## config.mk

```make
export PLATFORM = sky130hd
export DESIGN_NAME = c_realign_buffer
export DESIGN_NICKNAME = d
export VERILOG_FILES = /design/src/rtl/c_realign_buffer.sv
export SDC_FILE = /design/constraint.sdc
export NUM_CORES = 1
export LEC_CHECK = 0
export CORE_MARGIN = 5
export CORE_UTILIZATION = 45
export DETAILED_ROUTE_END_ITERATION = 8
export HOLD_SLACK_MARGIN = 0.08
export PLACE_DENSITY = 0.68
export SYNTH_ARGS = -nofsm -noshare
export SYNTH_HDL_FRONTEND = slang
export SYNTH_SLANG_ARGS = --single-unit
```

## constraint.sdc

```tcl
create_clock -name clk -period 3.7 [get_ports clk]
set_input_delay 0.37 -clock clk [delete_from_list [all_inputs] [get_ports clk]]
set_output_delay 0.37 -clock clk [all_outputs]
set_load 0.05 [all_outputs]
```

## src/rtl/c_realign_buffer.sv

```systemverilog
// c_realign_buffer: halfword realignment buffer between I-cache fetch and RV32IC decode.
// Emits one aligned 16-bit or 32-bit instruction per handshake, including 32-bit
// instructions split across two fetch words, and handles halfword-aligned redirects.
// Optional issue statistics ports (stat_inst_o, stat_straddle_o) are enabled by
// defining C_REALIGN_STATS_EN.
module c_realign_buffer #(
   parameter int unsigned FETCH_W  = 32,
   parameter int unsigned DEPTH_HW = 8,
   parameter logic [31:0] RESET_PC = 32'h0000_0000
) (
   input  logic               clk,
   input  logic               reset,
   input  logic               flush_i,
   input  logic [31:0]        flush_pc_i,
   input  logic               fetch_valid_i,
   output logic               fetch_ready_o,
   input  logic [FETCH_W-1:0] fetch_data_i,
   input  logic [31:0]        fetch_pc_i,
   output logic               inst_valid_o,
   input  logic               inst_ready_i,
   output logic [31:0]        inst_o,
   output logic [31:0]        inst_pc_o,
   output logic               inst_is_comp_o,
   output logic               inst_straddle_o
`ifdef C_REALIGN_STATS_EN
   ,
   output logic [31:0]        stat_inst_o,
   output logic [31:0]        stat_straddle_o
`endif
);

   localparam int unsigned NHW  = FETCH_W / 16;
   localparam int unsigned AW   = $clog2(DEPTH_HW);
   localparam int unsigned PW   = AW + 1;
   localparam int unsigned OFFW = $clog2(NHW);
   localparam logic [31:0] WORD_MASK = ~(32'(FETCH_W / 8) - 32'd1);

   typedef enum logic [1:0] {S_ALIGN, S_RUN, S_WAIT_HI} state_e;

   state_e          state_q, state_d;
   logic [PW-1:0]   wr_ptr_q, wr_ptr_d;
   logic [PW-1:0]   rd_ptr_q, rd_ptr_d;
   logic [31:0]     pc_q, pc_d;
   logic            word_tag_q, word_tag_d;
   logic [15:0]     hw_q [DEPTH_HW];
   logic            tag_q [DEPTH_HW];

   logic [PW-1:0]   count, n_push, n_pop;
   logic [OFFW-1:0] push_off;
   logic [AW-1:0]   head0, head1;
   logic            head_comp, head_straddle, push, pop;

   // FIFO occupancy, head decode, push/pop qualification.
   always_comb begin
      count         = wr_ptr_q - rd_ptr_q;
      fetch_ready_o = 32'(count) <= (DEPTH_HW - NHW);
      head0         = rd_ptr_q[AW-1:0];
      head1         = head0 + AW'(1);
      head_comp     = hw_q[head0][1:0] != 2'b11;
      // Halves tagged by different fetch words means the instruction straddled them.
      head_straddle = !head_comp && (tag_q[head0] != tag_q[head1]);
      push_off      = (state_q == S_ALIGN) ? pc_q[OFFW:1] : '0;
      n_push        = PW'(NHW) - PW'(push_off);
      n_pop         = head_comp ? PW'(1) : PW'(2);
      push          = fetch_valid_i && fetch_ready_o && !flush_i &&
                      (state_q != S_ALIGN || fetch_pc_i == (pc_q & WORD_MASK));
      inst_valid_o  = (state_q == S_RUN) &&
                      (head_comp ? (count >= PW'(1)) : (count >= PW'(2)));
      pop           = inst_valid_o && inst_ready_i && !flush_i;
   end

   // Next-state, pointer and PC update; flush overrides any push or pop.
   always_comb begin
      state_d    = state_q;
      wr_ptr_d   = wr_ptr_q;
      rd_ptr_d   = rd_ptr_q;
      pc_d       = pc_q;
      word_tag_d = word_tag_q;
      unique case (state_q)
         S_ALIGN:   if (push) state_d = S_RUN;
         S_RUN:     if (!head_comp && count == PW'(1) && !push) state_d = S_WAIT_HI;
         S_WAIT_HI: if (push) state_d = S_RUN;
         default:   state_d = S_ALIGN;
      endcase
      if (flush_i) begin
         state_d  = S_ALIGN;
         wr_ptr_d = '0;
         rd_ptr_d = '0;
         pc_d     = flush_pc_i & ~32'd1;
      end else begin
         if (push) begin
            wr_ptr_d   = wr_ptr_q + n_push;
            word_tag_d = !word_tag_q;
         end
         if (pop) begin
            rd_ptr_d = rd_ptr_q + n_pop;
            pc_d     = pc_q + (head_comp ? 32'd2 : 32'd4);
         end
      end
   end

   // Instruction outputs; PC stays visible so reset presents RESET_PC.
   always_comb begin
      inst_o          = '0;
      inst_is_comp_o  = inst_valid_o && head_comp;
      inst_straddle_o = inst_valid_o && head_straddle;
      inst_pc_o       = pc_q;
      if (inst_valid_o)
         inst_o = head_comp ? {16'h0000, hw_q[head0]} : {hw_q[head1], hw_q[head0]};
   end

   // Control state register with synchronous reset.
   always_ff @(posedge clk) begin
      if (reset) begin
         state_q    <= S_ALIGN;
         wr_ptr_q   <= '0;
         rd_ptr_q   <= '0;
         pc_q       <= RESET_PC;
         word_tag_q <= 1'b0;
      end else begin
         state_q    <= state_d;
         wr_ptr_q   <= wr_ptr_d;
         rd_ptr_q   <= rd_ptr_d;
         pc_q       <= pc_d;
         word_tag_q <= word_tag_d;
      end
   end

   // Halfword storage; while aligning, halfwords below the target offset are skipped.
   always_ff @(posedge clk) begin
      if (!reset && push) begin
         for (int unsigned i = 0; i < NHW; i++) begin
            if (i >= 32'(push_off)) begin
               hw_q[wr_ptr_q[AW-1:0] + AW'(i) - AW'(push_off)]  <= fetch_data_i[16*i +: 16];
               tag_q[wr_ptr_q[AW-1:0] + AW'(i) - AW'(push_off)] <= word_tag_q;
            end
         end
      end
   end

`ifdef C_REALIGN_STATS_EN
   logic [31:0] stat_inst_q, stat_straddle_q;

   // Issue counters; cleared only by reset, never by flush.
   always_ff @(posedge clk) begin
      if (reset) begin
         stat_inst_q     <= '0;
         stat_straddle_q <= '0;
      end else if (pop) begin
         stat_inst_q <= stat_inst_q + 32'd1;
         if (head_straddle) stat_straddle_q <= stat_straddle_q + 32'd1;
      end
   end

   assign stat_inst_o     = stat_inst_q;
   assign stat_straddle_o = stat_straddle_q;
`endif

endmodule

```

==> results.py <==
metrics = {
    "sta": {
        "clock_skew_ps": 8.754,
        "setup_viol": 0,
        "fmax_mhz": 292.6,
        "slew_headroom": 0.5032,
        "final_max_slew_viol_count": 0,
        "fin_crit_sh": 0.9238,
        "final.setup.tns_ps": 0,
        "timing.final.crit_period_ps": 3418,
        "final_hold_viol_count": 0,
        "grt_setup_unrepaired": "false",
        "layout_setup_ws_ps": 282.1,
        "tightest_slew_ps": 745.2,
    },
    "synthesis": {
        "synth_xor_area_frac": 0.04402,
        "yosysSeqAreaShare": 0.4473,
        "synthAdderAreaFrac": 0.02291,
        "avgSynthCellArea_um2": 12.84,
        "ys_warn_count": 0,
        "syn_area_mm2": 0.01114,
        "synth.area.top_cells": "edfxtp_1 37%, mux4_2 14%, mux2_2 11%",
        "synth-seq-cells": 181,
        "synth_compound_area_frac": 0.07366,
        "yosys.area_share.simple": 0.09095,
        "yosysTopAreaCellShare": 0.3665,
        "synth_edf_count": 136,
        "muxShareOfSynthArea": 0.2888,
        "syn_inst": 868,
        "ys_types": 67,
        "synthFlopType": "edfxtp_1",
        "synth_top_family_by_area": "multiplexers",
        "syn_nets": 987,
        "synth_top_area_cell": "edfxtp_1",
        "async_flop_share": 0,
    },
    "clock_tree": {
        "cts_buffer_depth": 2,
        "clk_pin_slew_ps": 70,
        "htree_levels": 4,
        "insertion_delay_ps": 430,
        "postCtsSetupRepairBufs": 0,
        "cts.sinks": 181,
        "cts_root_buf": "clkbuf_16",
        "cts_tree": "built",
        "cts_buffers": 17,
        "cts_resized": 0,
        "hold_buffers": 0,
    },
    "setup_path": {
        "r2r-end": "inst_pc_o[31]",
        "r2r_setup_slack_ps": 440,
        "end_kind": "output port",
        "crit_start": "rd_ptr_q[2]",
        "r2r_cells": 12,
        "crit_fanout": 15,
        "cp.required_ps": 3330,
        "start_kind": "flop",
        "cp.arrival_ps": 3050,
        "crit_end": "inst_o[2]",
        "crit_type": "reg2out",
    },
    "grt": {
        "grt_overflow": 0,
        "grt_pass1_vias": 8436,
        "antenna_found_initial": 0,
        "grt_usage": 0.2287,
        "grt_max_degree": 41,
        "grt_first_pass_wirelength_um": 49460,
    },
    "detailed_routing": {
        "drcViolationCount": 0,
        "wl_met3_um": 2400,
        "dr.pass1.iters": 5,
        "dr_total_vias": 8306,
        "wl_met2_um": 15800,
        "wl_per_cell_um": 23.41,
        "met1_length_um": 13520,
        "topRoutingLayerUsed": "met4",
        "viasPerCell": 5.976,
        "drt_iter0_markers": 762,
        "ant_nets": 0,
        "routed_wl_um": 32540,
    },
    "floorplanning": {
        "chipWidth_um": 167.4,
        "coreArea_mm2": 0.02432,
        "fp-row-count": 57,
        "dieHeight_um": 167.4,
        "die_area_mm2": 0.02801,
        "pin_count": 169,
        "start_util": 0.4582,
    },
    "worst_hold_path": {
        "min_path_type": "in2reg",
    },
    "status": {
        "status": "complete, no violations",
    },
    "placement": {
        "pre_cts_slack_ps": 419.8,
        "hpwl_um": 22370,
        "dpl_cell_area_mm2": 0.01359,
        "numPortBuffers": 166,
        "gp_congestion": 0.8513,
    },
    "finish": {
        "fin_nets": 1172,
        "final_util": 0.5842,
        "fillCellCount": 1965,
        "final_cell_mix": "136 x edfxtp_1, 131 x clkdlybuf4s50_1, 112 x mux2_2",
        "final_common_cell": "edfxtp_1",
        "n_antenna_cell": 0,
        "syn2layout_area_growth_pct": 27.50,
        "final_area_mm2": 0.01421,
        "drive_above_1_share": 0.3124,
    },
    "power": {
        "p_total_uw": 4603,
        "p_leak_uw": 0.004673,
        "peakVddDrop_mv": 0.2423,
        "power.density_mw_per_mm2": 324.0,
    },
    "run": {
        "maxCapViolCount": 0,
    },
}
==> report_power, final <==
part	switching, uW	internal (uW)
combinational	242	241
clock	900	977
sequential	43.8	2200
==> per-layer routing <==
metal / up-vias / global-route usage
li1: 3755 / -
met1: 4134 / 0.3038
met2: 368 / 0.3834
met3: 49 / 0.04361
met4: 0 / 0.06881
met5: - / 0
==> worst min path at each step <==
stage | to | cells after the start | from
after floorplan | wr_ptr_q[3] | 2 | wr_ptr_q[3]
after global placement | wr_ptr_q[3] | 2 | wr_ptr_q[3]
after detailed placement | wr_ptr_q[3] | 2 | wr_ptr_q[3]
after CTS | inst_pc_o[6] | 3 | flush_pc_i[6]
after global routing | inst_pc_o[6] | 3 | flush_pc_i[6]
final | inst_pc_o[6] | 3 | flush_pc_i[6]
==> state kept, by name, summed over array words and instances (netlist names), named ones only <==
| signal | count |
|---|---|
| hw_q | 128 |
| inst_pc_o | 31 |
| tag_q | 8 |
| rd_ptr_q | 4 |
| wr_ptr_q | 4 |
| state_q | 2 |
| word_tag_q | 1 |
==> through the flow <==
| stage | cells | hold WS (ps) |
|---|---|---|
| 5_1_grt | 1390 | 476.6 |
| 3_5_place_dp | 1358 | 502.4 |
| 6_report | 1390 | 492.1 |
| 2_1_floorplan | 868 | 465.1 |
| 4_1_cts | 1390 | 472.9 |
| 3_3_place_gp | 1358 | 492.7 |
==> cells in the mapped netlist, types with 6 or more instances <==
| cell type | count |
|---|---|
| a211oi_1 | 15 |
| a21oi_1 | 38 |
| and3_1 | 8 |
| buf_1 | 9 |
| buf_2 | 12 |
| buf_4 | 7 |
| clkbuf_1 | 26 |
| dfxtp_1 | 45 |
| edfxtp_1 | 136 |
| ha_1 | 14 |
| inv_1 | 21 |
| mux2_1 | 16 |
| mux2_2 | 112 |
| mux2i_1 | 20 |
| mux4_2 | 68 |
| nand2_1 | 49 |
| nand3_1 | 16 |
| nand4_1 | 11 |
| nor2_1 | 68 |
| nor3_1 | 7 |
| o2111ai_1 | 10 |
| o211ai_1 | 6 |
| o21ai_0 | 6 |
| or3_1 | 8 |
| or4_1 | 7 |
| xnor2_1 | 35 |
| xor2_1 | 21 |
==> worst max-delay path, stage by stage (launching register included) <==
cell      delay (ps)
dfxtp_1          450
inv_1            120
ha_1             330
a21oi_1          180
a21oi_1          110
nand4b_1         400
o21ai_2          340
buf_4            340
nor2_1           120
buf_4            210
==> cell type report <==
type / instances / area, um2 / area share
Sequential cell: 181 / 4989 / 0.3511
Timing Repair Buffer: 223 / 2290 / 0.1612
Clock buffer: 17 / 425.4 / 0.02994
Tap cell: 324 / 405.4 / 0.02853
Clock inverter: 15 / 187.7 / 0.01321
Multi-Input combinational cell: 609 / 5832 / 0.4105
Inverter: 21 / 78.83 / 0.005548
==> logic make-up after synthesis <==
group,Yosys count
mux,218
other cells,1
simple gates,202
flops,181
buf+inv,78
xor+xnor,56
compound gates,114
fa+ha+maj,18
Power figures use the tool's default switching activity.
